==> src/rtl/gray_pkg.sv <==
// rtl/gray_pkg.sv - shared Gray/binary conversion helpers and defaults
`timescale 1ns/1ps
package gray_pkg;

    // Helpers work on a fixed maximum width; callers zero-extend on the way in
    // and truncate on the way out. Leading zeros do not change either mapping.
    localparam int GRAY_MAX_W    = 32;
    localparam int ERR_W_DEFAULT = 8;

    function automatic logic [GRAY_MAX_W-1:0] gray2bin(input logic [GRAY_MAX_W-1:0] g);
        logic [GRAY_MAX_W-1:0] b;
        b[GRAY_MAX_W-1] = g[GRAY_MAX_W-1];
        for (int i = GRAY_MAX_W - 2; i >= 0; i--) begin
            b[i] = b[i+1] ^ g[i];
        end
        return b;
    endfunction

    function automatic logic [GRAY_MAX_W-1:0] bin2gray(input logic [GRAY_MAX_W-1:0] b);
        return b ^ (b >> 1);
    endfunction

endpackage

==> src/rtl/gray_sync.sv <==
// rtl/gray_sync.sv - multi-stage flop synchroniser for a Gray-coded word
// Ports:
//   clk_i  - clock, all flops on posedge
//   rst_i  - asynchronous active-low reset, clears every stage
//   d_i    - Gray word from the sending domain
//   q_o    - synchronised Gray word, SYNC_STAGES posedges after d_i
`timescale 1ns/1ps
module gray_sync #(
    parameter int BIT_SIZE    = 4,
    parameter int SYNC_STAGES = 2
) (
    input  logic                clk_i,
    input  logic                rst_i,
    input  logic [BIT_SIZE-1:0] d_i,
    output logic [BIT_SIZE-1:0] q_o
);

    logic [SYNC_STAGES-1:0][BIT_SIZE-1:0] sync_q;
    logic [SYNC_STAGES-1:0][BIT_SIZE-1:0] sync_d;

    always_comb begin
        sync_d    = sync_q;
        sync_d[0] = d_i;
        for (int i = 1; i < SYNC_STAGES; i++) begin
            sync_d[i] = sync_q[i-1];
        end
    end

    always_ff @(posedge clk_i or negedge rst_i) begin
        if (!rst_i) begin
            sync_q <= '0;
        end else begin
            sync_q <= sync_d;
        end
    end

    assign q_o = sync_q[SYNC_STAGES-1];

endmodule

==> src/rtl/gray_count_decoder.sv <==
// rtl/gray_count_decoder.sv - synchronise, decode and step-check a Gray count
// Ports:
//   clk_i       - clock, all logic on posedge
//   rst_i       - asynchronous active-low reset
//   gray_i      - Gray-coded count from the sending counter
//   clr_err_i   - synchronous clear of err_cnt_o
//   bin_o       - decoded binary count, registered
//   bin_valid_o - bin_o holds a sample that has passed the whole pipeline
//   delta_o     - bin_o minus previous bin_o, modulo 2^BIT_SIZE
//   step_err_o  - one-cycle pulse when a step is neither hold nor +1
//   err_cnt_o   - saturating count of step errors
`timescale 1ns/1ps
module gray_count_decoder
    import gray_pkg::*;
#(
    parameter int BIT_SIZE    = 4,
    parameter int SYNC_STAGES = 2,
    parameter int ERR_W       = ERR_W_DEFAULT
) (
    input  logic                clk_i,
    input  logic                rst_i,
    input  logic [BIT_SIZE-1:0] gray_i,
    input  logic                clr_err_i,
    output logic [BIT_SIZE-1:0] bin_o,
    output logic                bin_valid_o,
    output logic [BIT_SIZE-1:0] delta_o,
    output logic                step_err_o,
    output logic [ERR_W-1:0]    err_cnt_o
);

    logic [BIT_SIZE-1:0] sync_gray;
    logic [BIT_SIZE-1:0] bin_next;
    logic [BIT_SIZE-1:0] step_raw;
    logic                check_en;

    logic [BIT_SIZE-1:0] bin_q, bin_d;
    logic [SYNC_STAGES:0] vld_q, vld_d;
    logic [BIT_SIZE-1:0] delta_q, delta_d;
    logic                step_err_q, step_err_d;
    logic [ERR_W-1:0]    err_cnt_q, err_cnt_d;

    gray_sync #(
        .BIT_SIZE    (BIT_SIZE),
        .SYNC_STAGES (SYNC_STAGES)
    ) u_sync (
        .clk_i (clk_i),
        .rst_i (rst_i),
        .d_i   (gray_i),
        .q_o   (sync_gray)
    );

    assign bin_next = BIT_SIZE'(gray2bin(GRAY_MAX_W'(sync_gray)));
    assign step_raw = bin_next - bin_q;

    // vld_q[SYNC_STAGES-1] marks the sample about to be loaded into bin_q as
    // valid; vld_q[SYNC_STAGES] marks the current bin_q as valid. Both must be
    // set for a step to exist, so the first valid sample is never checked.
    assign check_en = vld_q[SYNC_STAGES-1] & vld_q[SYNC_STAGES];

    always_comb begin
        vld_d      = {vld_q[SYNC_STAGES-1:0], 1'b1};
        bin_d      = bin_next;
        delta_d    = '0;
        step_err_d = 1'b0;
        err_cnt_d  = err_cnt_q;

        if (check_en) begin
            delta_d    = step_raw;
            step_err_d = (step_raw > BIT_SIZE'(1));
        end

        // Clear takes effect first, then a coincident error counts from zero.
        if (clr_err_i) begin
            err_cnt_d = step_err_d ? ERR_W'(1) : '0;
        end else if (step_err_d && (err_cnt_q != {ERR_W{1'b1}})) begin
            err_cnt_d = err_cnt_q + ERR_W'(1);
        end
    end

    always_ff @(posedge clk_i or negedge rst_i) begin
        if (!rst_i) begin
            vld_q      <= '0;
            bin_q      <= '0;
            delta_q    <= '0;
            step_err_q <= 1'b0;
            err_cnt_q  <= '0;
        end else begin
            vld_q      <= vld_d;
            bin_q      <= bin_d;
            delta_q    <= delta_d;
            step_err_q <= step_err_d;
            err_cnt_q  <= err_cnt_d;
        end
    end

    assign bin_o       = bin_q;
    assign bin_valid_o = vld_q[SYNC_STAGES];
    assign delta_o     = delta_q;
    assign step_err_o  = step_err_q;
    assign err_cnt_o   = err_cnt_q;

endmodule
==> config.mk <==
export PLATFORM = sky130hd
export DESIGN_NAME = gray_count_decoder
export DESIGN_NICKNAME = d
export VERILOG_FILES = /design/src/rtl/gray_pkg.sv /design/src/rtl/gray_sync.sv /design/src/rtl/gray_count_decoder.sv
export SDC_FILE = /design/constraint.sdc
export NUM_CORES = 1
export LEC_CHECK = 0
export ABC_AREA = 1
export CAP_MARGIN = 25
export CELL_PAD_IN_SITES_DETAIL_PLACEMENT = 1
export CELL_PAD_IN_SITES_GLOBAL_PLACEMENT = 2
export CORE_ASPECT_RATIO = 0.9
export CORE_MARGIN = 2
export CORE_UTILIZATION = 32
export DETAILED_ROUTE_END_ITERATION = 12
export PLACE_DENSITY_LB_ADDON = 0.15
export SYNTH_ARGS = -nofsm -noshare
export SYNTH_HDL_FRONTEND = slang
export SYNTH_HIERARCHICAL = 1
export SYNTH_SLANG_ARGS = --single-unit
==> constraint.sdc <==
create_clock -name clk_i -period 7.92 [get_ports clk_i]
set_clock_uncertainty 0.05 [all_clocks]
set_input_delay 1.98 -clock clk_i [delete_from_list [all_inputs] [get_ports clk_i]]
set_output_delay 1.98 -clock clk_i [all_outputs]
set_load 0.02 [all_outputs]
## After elaboration in Yosys (flattened, before gate mapping)

Cells that the tools add are included.

| word-level totals | value |
|---|---|
| register bits | 28 |
| bits of input ports | 7 |
| output and inout bits | 18 |
| logic and storage cells | 22 |

| operators by class | value |
|---|---|
| $add $sub $neg | 2 |
| magnitude comparators | 1 |
| equal/unequal tests | 1 |
| multiplexer cells | 5 |
| bitwise operators | 4 |
| reductions and logical operators | 2 |

Operators with widths:

| kind | number |
|---|---|
| two-way mux 8 bit | 2 |
| adder 8 x 1 -> 8 bit (second input constant) | 1 |
| inequality test 8 bit (second input constant) | 1 |
| > comparator 4 x 1 -> 1 bit (second input constant) | 1 |
| two-way mux 4 bit | 1 |
| subtractor 4 bit | 1 |
| bitwise XOR 1 bit | 3 |
| two-way mux 1 bit | 2 |
| nonzero test 2 bit | 1 |
| bitwise AND 1 bit | 1 |
| logical AND 1 bit | 1 |

## Longest topological paths before layout

Gate-level depths: netlist of run 1.

| depth | value |
|---|---|
| depth in word-level cells | 9 |
| depth in mapped cells | 16 |
| mapped depth without buffers | 16 |

## By module

The synthesis of run 1 kept the hierarchy.

Modules (own cells, without submodules):

| module | times used | cells each | area each (um^2) | sequential area each (um^2) |
|---|---|---|---|---|
| gray_count_decoder | 1 | 119 | 1011.0 | 500.5 |
| gray_sync | 1 | 8 | 200.2 | 200.2 |

## Least setup slack after synthesis of run 1

Ideal clock, no wire load.

| timing | value |
|---|---|
| path kind | in2reg |
| from | input clr_err_i |
| to | register err_cnt_q[0], in the netlist err_cnt_o[0] |
| setup time | 66 ps |
| data arrival time | 2722 ps |
| required time | 7804 ps |
| setup slack | 5082 ps |
| cell stages on the path | 7 |
| path buffers | 2 |
| path through | buf_2 > inv_1 > clkbuf_1 > nand2_1 > nand2_1 > nand2_1 > nand2_1 |

| between the ends | value |
|---|---|
| cells in the longest elaborated chain, start to end | 1 |

RTL lines:

| item | RTL line | RTL |
|---|---|---|
| from (decl) | gray_count_decoder.sv:23 | `input logic clr_err_i,` |
| two-way mux 8 bit or nonzero test 2 bit (tied branches) | - |  |
| to (signal assigned) | gray_count_decoder.sv:92 | `err_cnt_q <= err_cnt_d;` |
| to (decl) | gray_count_decoder.sv:40 | `logic [ERR_W-1:0] err_cnt_q, err_cnt_d;` |

Several ways; a longest one is shown, not always the timed one.
A chain may end at the register's enable or synchronous reset.

## Final worst setup path of run 1

| timing | value |
|---|---|
| from | register err_cnt_q[6], in the netlist err_cnt_o[6] |
| to | output err_cnt_o[6] |

RTL lines:

| item | RTL line | RTL |
|---|---|---|
| to (decl) | gray_count_decoder.sv:28 | `output logic [ERR_W-1:0] err_cnt_o` |

No word-level cell between the ends.

==> summary.md, run 1 <==
| Metric | Value |
|---|---|
| Via density | 4.44 |
| Buffer count from post-CTS setup fixing | 0 |
| Vias in the first global route | around 910 |
| Die X | roughly 70 um |
| Kind of critical path | reg2out |
| Post-synthesis sequential area ratio | between 50% and 60% |
| DIE AREA | about 0.0043 mm2 |
| Port Buffers | 24 |
| CP Launch Type | register |
| CTS Hold Bufs | 0 |
| Syn_area_per_cell | ~9.5 um2 |
| Outcome | finished, final reports clean |
| Post-synthesis compound-gate area fraction | 1.86% |
| FF-to-FF Start | u_sync/q_o[3]$_DFF_PN0_ |
| Unrepaired setup endpoints after global routing | no |
| GP Congestion | about 0.77 |
| Max stage delay on crit path | between 600 and 700 ps |
| GRT overflow | 0 |
| Fin. Hold Viols | 0 |
| CORE AREA | between 0.003 and 0.004 mm2 |
| Post-synthesis mux area share | 0% |
| Final setup violation count | 0 |
| XOR/XNOR Fraction of Synth Area | just over 5% |
| Commonest non-fill, non-tap cell in the layout | nand2_1 |
| Synth cell types | 21 |
| Crit path time final | roughly 3400 ps |
| Resized Gates After CTS | 0 |
| Worst path depth | 1 |
| Synth Instances | between 100 and 150 |
| Initial drt markers | 27 |
| Pin count of the biggest net entering global routing | 29 |
| DRC viols | 0 |
| # nets final | between 150 and 200 |
| Fmax | roughly 300 MHz |
| Clock sink count | 28 |
| Diode count | 0 |
| Drt total wl | around 2400 um |
| Min Hold Slack | between 300 and 400 ps |
| Worst R2R Path Depth | 13 |
| Clock Tree Buf Depth | 2 |
| Hold Path Depth | 0 |
| Final Power | ~360 uW |
| CP arrival | 1350 ps |
| CP Data Required Time | 5890 ps |
| First-pass GRT wire length | just over 4000 um |
| Clk_lat worst skew | around 270 ps |
| CTS tree | done |
| PnR worst setup slack | about 4500 ps |
| Worst-path clk slew | about 90 ps |
| Hold Path Sink | u_sync/q_o[3]$_DFF_PN0_ |
| Hold_sp | u_sync/sync_d[7]$_DFF_PN0_ |
| RR Endpoint | err_cnt_o[6]$_DFFE_PN0P_ |
| Max capacitance violation total | 0 |
| CTS H-tree lvls | 1 |
| Worst path slowest cell | clkdlybuf4s50_1 |
| Row count | 21 |
| Initial antenna violation count | 0 |
| Post-Place Setup Slack | between 4000 and 5000 ps |
| Area Overhead vs Synth | 30.4% |
| CP endpoint kind | primary output |
| FF+latch count, synth | 28 |
| Vias | 888 |
| Max VDD drop | ~0.14 mV |
| Worst path cell trace | clkdlybuf4s50_1 |
| Most frequent cells in the layout | nand2_1 (32), dfrtp_1 (28), clkdlybuf4s50_1 (24) |
| Syn Std Cell Area | between 0.001 and 0.0015 mm2 |
| Routed WL per cell | roughly 12 um |
| Die H | a little over 60 um |
| Detailed-router iteration count before antenna repair | 4 |
| Mapped Nets | approximately 140 |
| HP Class | reg2reg |
| Power Density | roughly 230 mW/mm2 |
| Warnings from Yosys | 6 |
| Post-route clock period utilization | 42.6% |
| Ratio of cells with drive above 1 in the final layout | approximately 6.5% |
| Total Neg Setup Slack | 0 ps |
| Post-Synth Adder-Cell Area | 5.79% |
| Cell leakage power | between 0.0007 and 0.0008 uW |
| Root Buffer | clkbuf_8 |
| CP top delay family | buffers and inverters |
| CP bufs+invs | 1 |
| Routed Antenna Nets | 0 |
| Crit Path Max Fanout | 5 |
| Total routing usage reported by global routing | 12.7% |
| Main combinational cell family by area after synthesis | simple AND/OR/NAND/NOR gates |
| Pins Over Slew Limit | 0 |
| Starting density of the core | between 30 and 40% |
| Post-Synth Simple-Gate Area | around 23% |
| FF-to-FF setup slack | about 5100 ps |
| IO Pins | 25 |
| TritonCTS Buffers | 3 |
| Post-DP HPWL | 1850 um |
[Yosys cell counts]
| library cell | count | share of area [%] |
|---|---|---|
| dfrtp_1 | 28 | 58 |
| nand3_1 | 11 | 4.5 |
| nor2_2 | 2 | 1.0 |
| o21ai_0 | 1 | 0.41 |
| nand2_2 | 1 | 0.52 |
| a21oi_1 | 2 | 0.83 |
| nor3_1 | 2 | 0.83 |
| ha_1 | 4 | 4.1 |
| a211oi_1 | 1 | 0.62 |
| clkbuf_1 | 1 | 0.31 |
| xnor2_1 | 1 | 0.72 |
| nor2_1 | 10 | 3.1 |
| nand4_1 | 1 | 0.52 |
| nand2_4 | 2 | 1.9 |
| conb_1 | 1 | 0.31 |
| or2_1 | 1 | 0.52 |
| xor2_1 | 6 | 4.3 |
| buf_2 | 1 | 0.41 |
| nand2_1 | 32 | 9.9 |
| inv_1 | 18 | 5.6 |
| fa_1 | 1 | 1.7 |
[cell families after synthesis]
kind of cell               after synthesis
adders and majority gates                5
AOI/OAI and AO/OA                        4
other                                    1
and+or+nand+nor                         62
DFF                                     28
buffers and inverters                   20
xor gates and xnor gates                 7
[registers in the layout, indices dropped and copies added (netlist names)]
| name | count |
|---|---|
| bin_o | 4 |
| u_sync/sync_d | 4 |
| vld_q | 3 |
| err_cnt_o | 8 |
| step_err_o | 1 |
| delta_o | 4 |
| u_sync/q_o | 4 |
[how the worst max path moves through the flow]
stage | start | endpoint | slack, ps
after detailed placement | clr_err_i | err_cnt_o[0]$_DFFE_PN0P_ | 4570
after global placement | clr_err_i | err_cnt_o[0]$_DFFE_PN0P_ | 4620
final | err_cnt_o[6]$_DFFE_PN0P_ | err_cnt_o[6] | 4540
after CTS | err_cnt_o[6]$_DFFE_PN0P_ | err_cnt_o[6] | 4530
after floorplan | clr_err_i | err_cnt_o[0]$_DFFE_PN0P_ | 5080
after global routing | err_cnt_o[6]$_DFFE_PN0P_ | err_cnt_o[6] | 4450
[stage by stage]
stage | area (um2) | cells | utilization, %
floorplan | 1210 | 127 | -
global placement | 1510 | 196 | 41.0
detailed placement | 1510 | 196 | 41.0
CTS | 1580 | 200 | 42.9
global route | 1580 | 200 | 42.9
finish | 1580 | 200 | 42.9
[layout make-up]
type,instances,area (um2)
multi-input cells,79,434
flip-flops and latches,28,701
well taps,46,57.6
fillers,423,2100
clock buffers,3,41.3
repair buffers,25,248
clock inverters,1,30.0
inverters,18,67.6
[routing by layer]
metal | up-vias | GRT usage [%] | part of all wire, %
met1 | 427 | 17.3 | 49
met3 | 2 | 4.17 | 5.1
li1 | 439 | - | -
met5 | - | 0 | 0
met2 | 20 | 19.8 | 45
met4 | 0 | 2.21 | 0.75
[where the power goes]
part	internal (uW)	leakage, uW	switching, uW
Combinational	35.2	0.000399	48.0
Clock	67.6	0.0000357	43.9
Sequential	155	0.000351	8.20
Total	258	0.000785	100
Power figures use the tool's default switching activity.
==> run 2, diff against run 1 <==
--- a/config.mk
+++ b/config.mk
@@ -11,7 +11,7 @@
 export CELL_PAD_IN_SITES_GLOBAL_PLACEMENT = 2
 export CORE_ASPECT_RATIO = 0.9
 export CORE_MARGIN = 2
-export CORE_UTILIZATION = 32
+export CORE_UTILIZATION = 30
 export DETAILED_ROUTE_END_ITERATION = 12
 export PLACE_DENSITY_LB_ADDON = 0.15
 export SYNTH_ARGS = -nofsm -noshare
==> constraint.sdc (replaced) <==
create_clock -name clk_i -period 3.25 [get_ports clk_i]
set_clock_uncertainty 0.05 [all_clocks]
set_input_delay 0.8125 -clock clk_i [delete_from_list [all_inputs] [get_ports clk_i]]
set_output_delay 0.8125 -clock clk_i [all_outputs]
set_load 0.02 [all_outputs]
==> run 2 against run 1 <==
Clock power up 140%. First-iteration DRC count rose by 19%. Clock-buffer cell count stayed put. Cell area is the same. Non-clock buffer count unchanged. Global-route usage shrank 0.22 points. Via count is 1.7% lower. Die area rose by 6.3%. Power up 140%. Critical path depth grew 12. Wire length is 4.0% higher. Combinational power grew 150%. Critical path type is now reg2reg. Critical endpoint is now err_cnt_o[3]$_DFFE_PN0P_. Largest power group unchanged. Highest routed layer unchanged.
==> summary.md, run 2 (synthesis gave the netlist of run 1 again) <==
| Metric | Value |
|---|---|
| Outcome | finished, final reports clean |
| Unrepaired setup endpoints after global routing | no |
| Pin count of the biggest net entering global routing | 29 (unchanged) |
| Post-Place Setup Slack | 456 ps (-4120 ps) |
| FF-to-FF Start | u_sync/q_o[3]$_DFF_PN0_ |
| # nets final | 167 (unchanged) |
| Power Density | 554 mW/mm2 (+140%) |
| CP top delay family | XOR/XNOR gates |
| Die H | 64.3 um (+3.1%) |
| Die X | 71.0 um (+3.1%) |
| Cell leakage power | 0.000785 uW (unchanged) |
| Clock Tree Buf Depth | 2 (unchanged) |
| IO Pins | 25 (unchanged) |
| Initial drt markers | 32 (+19%) |
| Post-DP HPWL | 1920 um (+3.8%) |
| PnR worst setup slack | 488 ps (-4060 ps) |
| Post-route clock period utilization | between 80% and 90% |
| Crit path time final | 2760 ps |
| FF-to-FF setup slack | 490 ps (-4650 ps) |
| CORE AREA | 0.00378 mm2 (+2.9%) |
| GP Congestion | 0.744 (-3.8%) |
| Vias | 873 (-1.7%) |
| CP bufs+invs | 2 (+1) |
| Fin. Hold Viols | 0 (unchanged) |
| GRT overflow | 0 (unchanged) |
| Max VDD drop | 0.260 mV (+86%) |
| Buffer count from post-CTS setup fixing | 0 (unchanged) |
| DIE AREA | 0.00456 mm2 (+6.3%) |
| Starting density of the core | 32.0% (-0.91 points) |
| TritonCTS Buffers | 3 (unchanged) |
| CP endpoint kind | register |
| Hold Path Depth | 0 (unchanged) |
| Clock sink count | 28 (unchanged) |
| Max stage delay on crit path | 430 ps (-210 ps) |
| Row count | 21 (unchanged) |
| Most frequent cells in the layout | nand2_1 (32), dfrtp_1 (28), clkdlybuf4s50_1 (24) |
| Fmax | 362 MHz |
| Total Neg Setup Slack | 0 ps (unchanged) |
| Via density | 4.37 (-1.7%) |
| Worst-path clk slew | 90 ps (about the same) |
| RR Endpoint | err_cnt_o[3]$_DFFE_PN0P_ |
| CTS H-tree lvls | 1 (unchanged) |
| Resized Gates After CTS | 0 (unchanged) |
| Worst path slowest cell | fa_1 |
| Final setup violation count | 0 (unchanged) |
| Ratio of cells with drive above 1 in the final layout | 6.49% (unchanged) |
| First-pass GRT wire length | 4400 um (+8.3%) |
| Hold_sp | u_sync/sync_d[6]$_DFF_PN0_ |
| Worst path cell trace | xor2_1 -> xor2_1 -> xor2_1 -> inv_1 -> ha_1 -> inv_1 -> fa_1 -> o21ai_0 -> nand2_2 -> nand2_4 -> nand2_4 -> nand2_1 -> nand2_1 |
| Routed WL per cell | 12.5 um (+4.0%) |
| Root Buffer | clkbuf_8 |
| Max capacitance violation total | 0 (unchanged) |
| Max reg flops | 8 (unchanged) |
| Commonest non-fill, non-tap cell in the layout | nand2_1 |
| Initial antenna violation count | 0 (unchanged) |
| Total routing usage reported by global routing | 12.5% (-0.22 points) |
| Hold Path Sink | u_sync/q_o[2]$_DFF_PN0_ |
| Crit Path Max Fanout | 9 (+4) |
| CTS Hold Bufs | 0 (unchanged) |
| Routed Antenna Nets | 0 (unchanged) |
| CP arrival | 2880 ps (+1530 ps) |
| Fillers | 442 (+4.5%) |
| CP Data Required Time | 3360 ps (-2530 ps) |
| Kind of critical path | reg2reg |
| Critical Path Most Common Cell | xor2_1 |
| CTS tree | done |
| Worst R2R Path Depth | 13 (unchanged) |
| Pins Over Slew Limit | 0 (unchanged) |
| Area Overhead vs Synth | 30.4% (unchanged) |
| Diode count | 0 (unchanged) |
| HP Class | reg2reg |
| CP Launch Type | register |
| Drt total wl | 2490 um (+4.0%) |
| Clk_lat worst skew | 270 ps (about the same) |
| Detailed-router iteration count before antenna repair | 4 (unchanged) |
| Vias in the first global route | 909 (unchanged) |
| Port Buffers | 24 (unchanged) |
| DRC viols | 0 (unchanged) |
-- run 2: cell counts in the layout (fill, tap and decap cells not counted) --
No cell type changed its count.
-- run 2: metal layers --
layer | share of wire, % | vias to the layer above | global-route usage, %
met5 | 0 | - | 0
met3 | 3.8 | 2 | 3.79
met1 | 51 | 410 | 17.8
met4 | 0.72 | 0 | 2.83
li1 | - | 443 | -
met2 | 45 | 18 | 18.6
-- run 2: cell type report --
cell class	instances	area, um2	area share (%)
Timing Repair Buffer	25	248	15.7
Multi-Input combinational cell	79	434	27.5
Inverter	18	67.6	4.28
Sequential cell	28	701	44.4
Clock inverter	1	30.0	1.90
Tap cell	46	57.6	3.65
Clock buffer	3	41.3	2.61
-- run 2: worst register-to-register path: cells and delay by family, from the launching register on --
kind / cells / cell delay (ps)
XOR/XNOR: 3 / 720
adder cells (fa/ha/maj): 2 / 600
AND/OR/NAND/NOR: 5 / 510
flip-flops: 1 / 420
AO/OA/AOI/OAI: 1 / 220
buffers and inverters: 2 / 140
-- run 2: how the worst max path moves through the flow --
stage,startpoint,to,slack (ps),cells after the start
after floorplan,u_sync/q_o[3]$_DFF_PN0_,err_cnt_o[5]$_DFFE_PN0P_,760,13
after global placement,u_sync/q_o[3]$_DFF_PN0_,err_cnt_o[6]$_DFFE_PN0P_,580,13
after detailed placement,u_sync/q_o[3]$_DFF_PN0_,err_cnt_o[3]$_DFFE_PN0P_,460,13
after CTS,u_sync/q_o[3]$_DFF_PN0_,err_cnt_o[3]$_DFFE_PN0P_,430,13
after global routing,u_sync/q_o[3]$_DFF_PN0_,err_cnt_o[0]$_DFFE_PN0P_,190,13
final,u_sync/q_o[3]$_DFF_PN0_,err_cnt_o[3]$_DFFE_PN0P_,490,13
-- run 2: metrics by stage --
stage	cells	power, uW	hold WS [ps]	instance area (um2)	utilization [%]
2_1_floorplan	127	523	281	1210	-
3_3_place_gp	196	611	283	1510	39.8
3_5_place_dp	196	615	286	1510	39.8
4_1_cts	200	892	309	1580	41.7
5_1_grt	200	934	323	1580	41.7
6_report	200	875	306	1580	41.7
-- run 2: power breakdown --
part | switching (uW) | leakage, uW | internal [uW]
combinational | 119 | 0.000399 | 86.4
clock | 106 | 0.0000357 | 165
sequential | 20.1 | 0.000351 | 378
total | 245 | 0.000785 | 629
==> run 3, diff against run 2 <==
==> constraint.sdc (replaced) <==
create_clock -name clk_i -period 2.78 [get_ports clk_i]
set_clock_uncertainty 0.05 [all_clocks]
set_input_delay 0.695 -clock clk_i [delete_from_list [all_inputs] [get_ports clk_i]]
set_output_delay 0.695 -clock clk_i [all_outputs]
set_load 0.02 [all_outputs]
==> run 3 against run 2 <==
Combinational power increased by 39%. First-iteration DRC count increased by 56%. Global-route usage about the same. Clock power increased by 19%. Core utilization increased by 2.1 points. Largest power group unchanged. Highest routed layer unchanged.
==> summary.md, run 3 (synthesis gave the netlist of run 1 again) <==
| Metric | Value |
|---|---|
| Outcome | finished, final reports clean |
| Cell leakage power | 0.000829 uW (+5.5%) |
| GRT overflow | 0 (unchanged) |
| CP endpoint kind | register |
| Most frequent cells in the layout | nand2_1 (32), dfrtp_1 (27), clkdlybuf4s50_1 (24) |
| Seq. cell area | 702 um2 (+0.18%) |
| Via density | 4.35 (-0.25%) |
| DIE AREA | 0.00456 mm2 (unchanged) |
| CTS H-tree lvls | 1 (unchanged) |
| Final setup violation count | 0 (unchanged) |
| DRC viols | 0 (unchanged) |
| Post-DP HPWL | 1900 um (-0.93%) |
| Kind of critical path | reg2reg |
| Max VDD drop | 0.313 mV (+20%) |
| Routed Antenna Nets | 0 (unchanged) |
| Inst Count DP | 196 (unchanged) |
| Layout Cells excl Fill | 209 (+4.5%) |
| Vias | 910 (+4.2%) |
| Max capacitance violation total | 0 (unchanged) |
| Die X | 71.0 um (unchanged) |
| Initial drt markers | 50 (+56%) |
| Routed WL per cell | 12.7 um (+1.5%) |
| Clk_lat worst skew | 280 ps (about the same) |
| Switching share of power | 28.4% (+0.36 points) |
| Max reg flops | 8 (unchanged) |
| Commonest non-fill, non-tap cell in the layout | nand2_1 |
| Crit Path Max Fanout | 4 (-5) |
| Ratio of cells with drive above 1 in the final layout | 13.5% (+7.0 points) |
| Multi-input gate area | 445 um2 (+2.6%) |
| Clock Tree Buf Depth | 2 (unchanged) |
| Pins Over Slew Limit | 0 (unchanged) |
| Fmax | 386 MHz (+6.5%) |
| Vias in the first global route | 892 (-1.9%) |
| GP Congestion | 0.743 (-0.19%) |
| CP arrival | 2720 ps (-160 ps) |
| Post-route clock period utilization | 93.3% (+8.3 points) |
| Pin count of the biggest net entering global routing | 29 (unchanged) |
| Detailed-router iteration count before antenna repair | 4 (unchanged) |
| IO Pins | 25 (unchanged) |
| Fin. Hold Viols | 0 (unchanged) |
| Total routing usage reported by global routing | 12.4% (-0.033 points) |
| Starting density of the core | 32.0% (unchanged) |
| Row count | 21 (unchanged) |
| Worst-path clk slew | 100 ps (about the same) |
| TritonCTS Buffers | 3 (unchanged) |
| CP Launch Type | register |
| Sequential share of power | 43.5% (-2.0 points) |
| # nets final | 176 (+5.4%) |
| CTS tree | done |
| Internal power | 768 uW (+22%) |
| Logic gate share of total power | 26.6% (+3.1 points) |
| Port Buffers | 24 (unchanged) |
| Diode count | 0 (unchanged) |
| Clock sink count | 28 (unchanged) |
| Initial antenna violation count | 0 (unchanged) |
| Crit path time final | 2590 ps (-168 ps) |
| Final Power | 1070 uW (+23%) |
| CORE AREA | 0.00378 mm2 (unchanged) |
| CP Data Required Time | 2900 ps (-460 ps) |
| Root Buffer | clkbuf_8 |
| Drt total wl | 2640 um (+6.1%) |
| P_sw | 305 uW (+24%) |
| Die H | 64.3 um (unchanged) |
| Clock share of power | 29.9% (-1.0 points) |
| First-pass GRT wire length | 4310 um (-2.2%) |
| Area Overhead vs Synth | 37.0% |
| HP Class | reg2reg |
| Fillers | 439 (-0.68%) |
| Power Density | 646 mW/mm2 (+17%) |
run 3: power by group through the flow:
stage	Combinational, uW	Sequential (uW)	Clock, uW
2_1_floorplan	106	506	0
3_3_place_gp	241	473	0
3_5_place_dp	245	475	0
4_1_cts	245	468	334
5_1_grt	319	471	350
6_report	286	466	320
run 3: routing by layer:
| layer | vias up | GRT usage [%] | share of wire, % | wire [um] |
|---|---|---|---|---|
| met5 | - | 0 | 0 | 0 |
| met1 | 428 | 16.1 | 47 | 1250 |
| li1 | 460 | - | - | - |
| met3 | 4 | 4.10 | 4.7 | 124 |
| met4 | 0 | 3.54 | 1.0 | 27 |
| met2 | 18 | 19.9 | 47 | 1240 |
run 3: critical path: stages, from the launching register on:
cell and delay, ps:
dfrtp_2 440, xor2_2 190, xor2_1 230, xor2_1 220, inv_1 70, ha_1 170, inv_1 80, fa_1 440
o21ai_2 140, nand2_2 90, buf_4 150, nand2_1 50, nand2_1 50, nand2_1 70, nand2_1 50
run 3: timing repair:
action | CTS | global route
hold buffers | 0 | 0
endpoints found under the setup margin | 7 | 8
gates resized for setup | 1 | 5
pin swaps | 0 | 6
setup buffers | 0 | 9
run 3: layout make-up:
class / count / area share, %
Sequential cell: 28 / 42.3
Multi-Input combinational cell: 79 / 26.8
Timing Repair Buffer: 34 / 19.0
Inverter: 18 / 4.07
Tap cell: 46 / 3.47
Clock buffer: 3 / 2.49
Clock inverter: 1 / 1.81
run 3: final timing paths:
path                            slack (ps)                       start                        to  depth (start not counted)
worst max-delay path                   190     u_sync/q_o[3]$_DFF_PN0_  err_cnt_o[0]$_DFFE_PN0P_                         14
worst min-delay path                   310  u_sync/sync_d[6]$_DFF_PN0_   u_sync/q_o[2]$_DFF_PN0_                          0
worst max register to register         190     u_sync/q_o[3]$_DFF_PN0_  err_cnt_o[0]$_DFFE_PN0P_                         14
worst min register to register         310  u_sync/sync_d[6]$_DFF_PN0_   u_sync/q_o[2]$_DFF_PN0_                          0
max in group asynchronous             1660                       rst_i   u_sync/q_o[3]$_DFF_PN0_                          2
min in group asynchronous              740                       rst_i      delta_o[3]$_DFF_PN0_                          2
run 3: metrics by stage:
step	utilization, %	hold WS [ps]	instance area (um2)	setup TNS (ps)	setup WS (ps)
final	43.8	306	1660	0	186
after global routing	43.8	314	1660	-54.3	-17.2
after CTS	41.9	309	1590	0	10.8
after detailed placement	39.8	286	1510	-133	-29.8
after global placement	39.8	283	1510	0	107
after floorplan	-	281	1210	0	289
==> patch (flow settings as in run 2) <==
Make the reset (`rst_i`) synchronous in 2 clocked blocks. Comments in the files are not updated.
--- a/src/rtl/gray_sync.sv
+++ b/src/rtl/gray_sync.sv
@@ -28,3 +28,3 @@
 
-    always_ff @(posedge clk_i or negedge rst_i) begin
+    always_ff @(posedge clk_i) begin
         if (!rst_i) begin
--- a/src/rtl/gray_count_decoder.sv
+++ b/src/rtl/gray_count_decoder.sv
@@ -79,3 +79,3 @@
 
-    always_ff @(posedge clk_i or negedge rst_i) begin
+    always_ff @(posedge clk_i) begin
         if (!rst_i) begin
Function: differs if rst_i is asserted again (counterexample within 4 cycles, from zero or initial values and one cycle with rst_i low); with rst_i held inactive, the same outputs for 10 cycles.
==> patch against run 2 <==
Routed wire length grew 9.1%; sequential cell count is the same; final area is 1.3% higher; final cell count rose by 16%; via count up 17%; total power fell by 15%; non-clock buffer count stayed put; worst setup slack worse by 0.073 ns; clock power up 2%; synthesized area rose by 1.1%.
==> patch: results (changes against run 2) <==
Clock tree buffer depth -> 2 (unchanged)
Total number of vias -> 1019 (was 873)
Htree depth -> 1 (unchanged)
Synth Area in Adders -> 5.72% (was 5.79%)
HPWL after DPL -> 2110 um (was 1920 um)
Hold Vio Cnt, Final -> 0 (unchanged)
Mux contribution to synthesized area -> 0% (unchanged)
Placed Cells -> 228 (was 196)
Largest net degree at the start of global routing -> 17 (was 29)
R2R depth -> 13 (unchanged)
Synth Instances -> 156 (was 127)
CTS buffer count -> 3 (unchanged)
# resized after CTS -> 0 (unchanged)
Yosys cell types -> 23 (was 21)
Status -> finished clean (unchanged)
Ratio of cells with drive above 1 in the final layout -> 10.3% (was 6.49%)
Final wirelength -> 2720 um (was 2490 um)
Max reg flops -> 8 (unchanged)
# Post-CTS Setup Buffers -> 0 (unchanged)
Total global routing track utilization -> 12.7% (was 12.5%)
Crit-path max FO -> 9 (unchanged)
Worst Path Arrival -> 2.95 ns (was 2.88 ns)
Register area share after synthesis -> 45.8% (was 57.9%)
Synth warn -> 6 (unchanged)
Global placement routability congestion -> 0.817 (was 0.744)
Initial antenna violation count -> 0 (unchanged)
Synth Area in XOR/XNOR -> 5.52% (was 5.06%)
Drt pass-1 iters -> 4 (unchanged)
Hold_sp -> u_sync/sync_d[5] (was u_sync/sync_d[6])
First-pass GRT wire length -> 4570 um (was 4400 um)
WS Path Type -> register to register (unchanged)
Worst min path class -> register to register (unchanged)
Avg WL per Cell -> 11.7 um (was 12.5 um)
Post-synth top cells -> nand2_1 (35), inv_1 (29), dfxtp_1 (28) (was nand2_1 (32), dfrtp_1 (28), inv_1 (18))
Root buf cell -> clkbuf_8 (unchanged)
Compound-cell area share of the yosys netlist -> 4.09% (was 1.86%)
Clock slew at reported path FFs -> 0.10 ns
Leak Pwr -> 0.737 nW (was 0.785 nW)
DRT iter0 DRCs -> 28 (was 32)
Top cells by area, synth -> dfxtp_1 (46%), nand2_1 (11%), inv_1 (8.9%), nor2_1 (5.2%), ha_1 (4.1%) (was dfrtp_1 (58%), nand2_1 (9.9%), inv_1 (5.6%), nand3_1 (4.5%), xor2_1 (4.3%))
Slew margin rel. -> 79.9%
Synthesized net count -> 168 (was 139)
Max rail drop VDD -> 243 uV (was 260 uV)
Clk_lat worst skew -> 0.28 ns
Worst reg2reg startpoint -> u_sync/q_o[3] (unchanged)
N_diodes -> 0 (unchanged)
Hold path cells -> 2 (was 0)
Ys async rst share -> 0% (was 100%)
NumNets Final -> 197 (was 167)
IO buf count -> 24 (unchanged)
-- patch: cell count changes after synthesis, sizes merged, moves of 2 or more --
cell and delta:
xor2 -3, dfxtp +28, xnor2 +2, inv +15, nand4 +2, nor2 +6
a21oi +6, dfrtp -28, nand2 +4
-- patch: area by class of cell --
type	count	area [um2]
Clock buffer	3	41.3
Clock inverter	1	30.0
Fill cell	486	2390
Inverter	33	124
Multi-Input combinational cell	94	536
Sequential cell	28	561
Tap cell	48	60.1
Timing Repair Buffer	25	248
-- patch: metal layers --
layer	share of wire (%)	global-route usage [%]	wire length (um)
met1	46	15.3	1260
met2	46	20.6	1250
met5	0	0	0
met3	5.2	4.51	142
met4	2.8	5.19	76
-- patch: power by group --
group / switching, W / internal (W) / total, W
clock network: 0.000110 / 0.000165 / 0.000275
registers: 0.00000712 / 0.000354 / 0.000361
logic: 0.0000657 / 0.0000449 / 0.000111
total: 0.000183 / 0.000564 / 0.000746
-- patch: logic make-up (layout without fill, tap and decap cells) --
group	after synthesis	after routing
AO/OA/AOI/OAI	10	10
XOR/XNOR	6	6
adder cells (fa/ha/maj)	5	5
buffers and inverters	34	62
flip-flops	28	28
AND/OR/NAND/NOR	73	73
-- patch: worst paths after layout --
path / endpoint / slack (ns)
setup / recovery: err_cnt_o[7] / 0.42
hold / removal: u_sync/q_o[1] / 0.36
setup reg to reg: err_cnt_o[7] / 0.42
hold reg to reg: u_sync/q_o[1] / 0.36
-- patch: critical path, stage by stage, from the launching register on --
cell and delay [ns]:
dfxtp_1 0.36, xnor2_2 0.25, xor2_2 0.28, xnor2_1 0.16, inv_1 0.07, ha_1 0.22
fa_1 0.54, inv_1 0.06, nor2_1 0.20, nand3_4 0.14, nand3_4 0.15, nand2_4 0.08
nand2_1 0.10, a21oi_1 0.07
-- patch: through the flow --
stage	cell area [um2]	setup WS, ns	hold slack, ns
floorplan	1220	0.769	0.340
global placement	1530	0.622	0.348
detailed placement	1530	0.500	0.351
CTS	1600	0.397	0.374
global route	1600	0.256	0.398
finish	1600	0.415	0.361
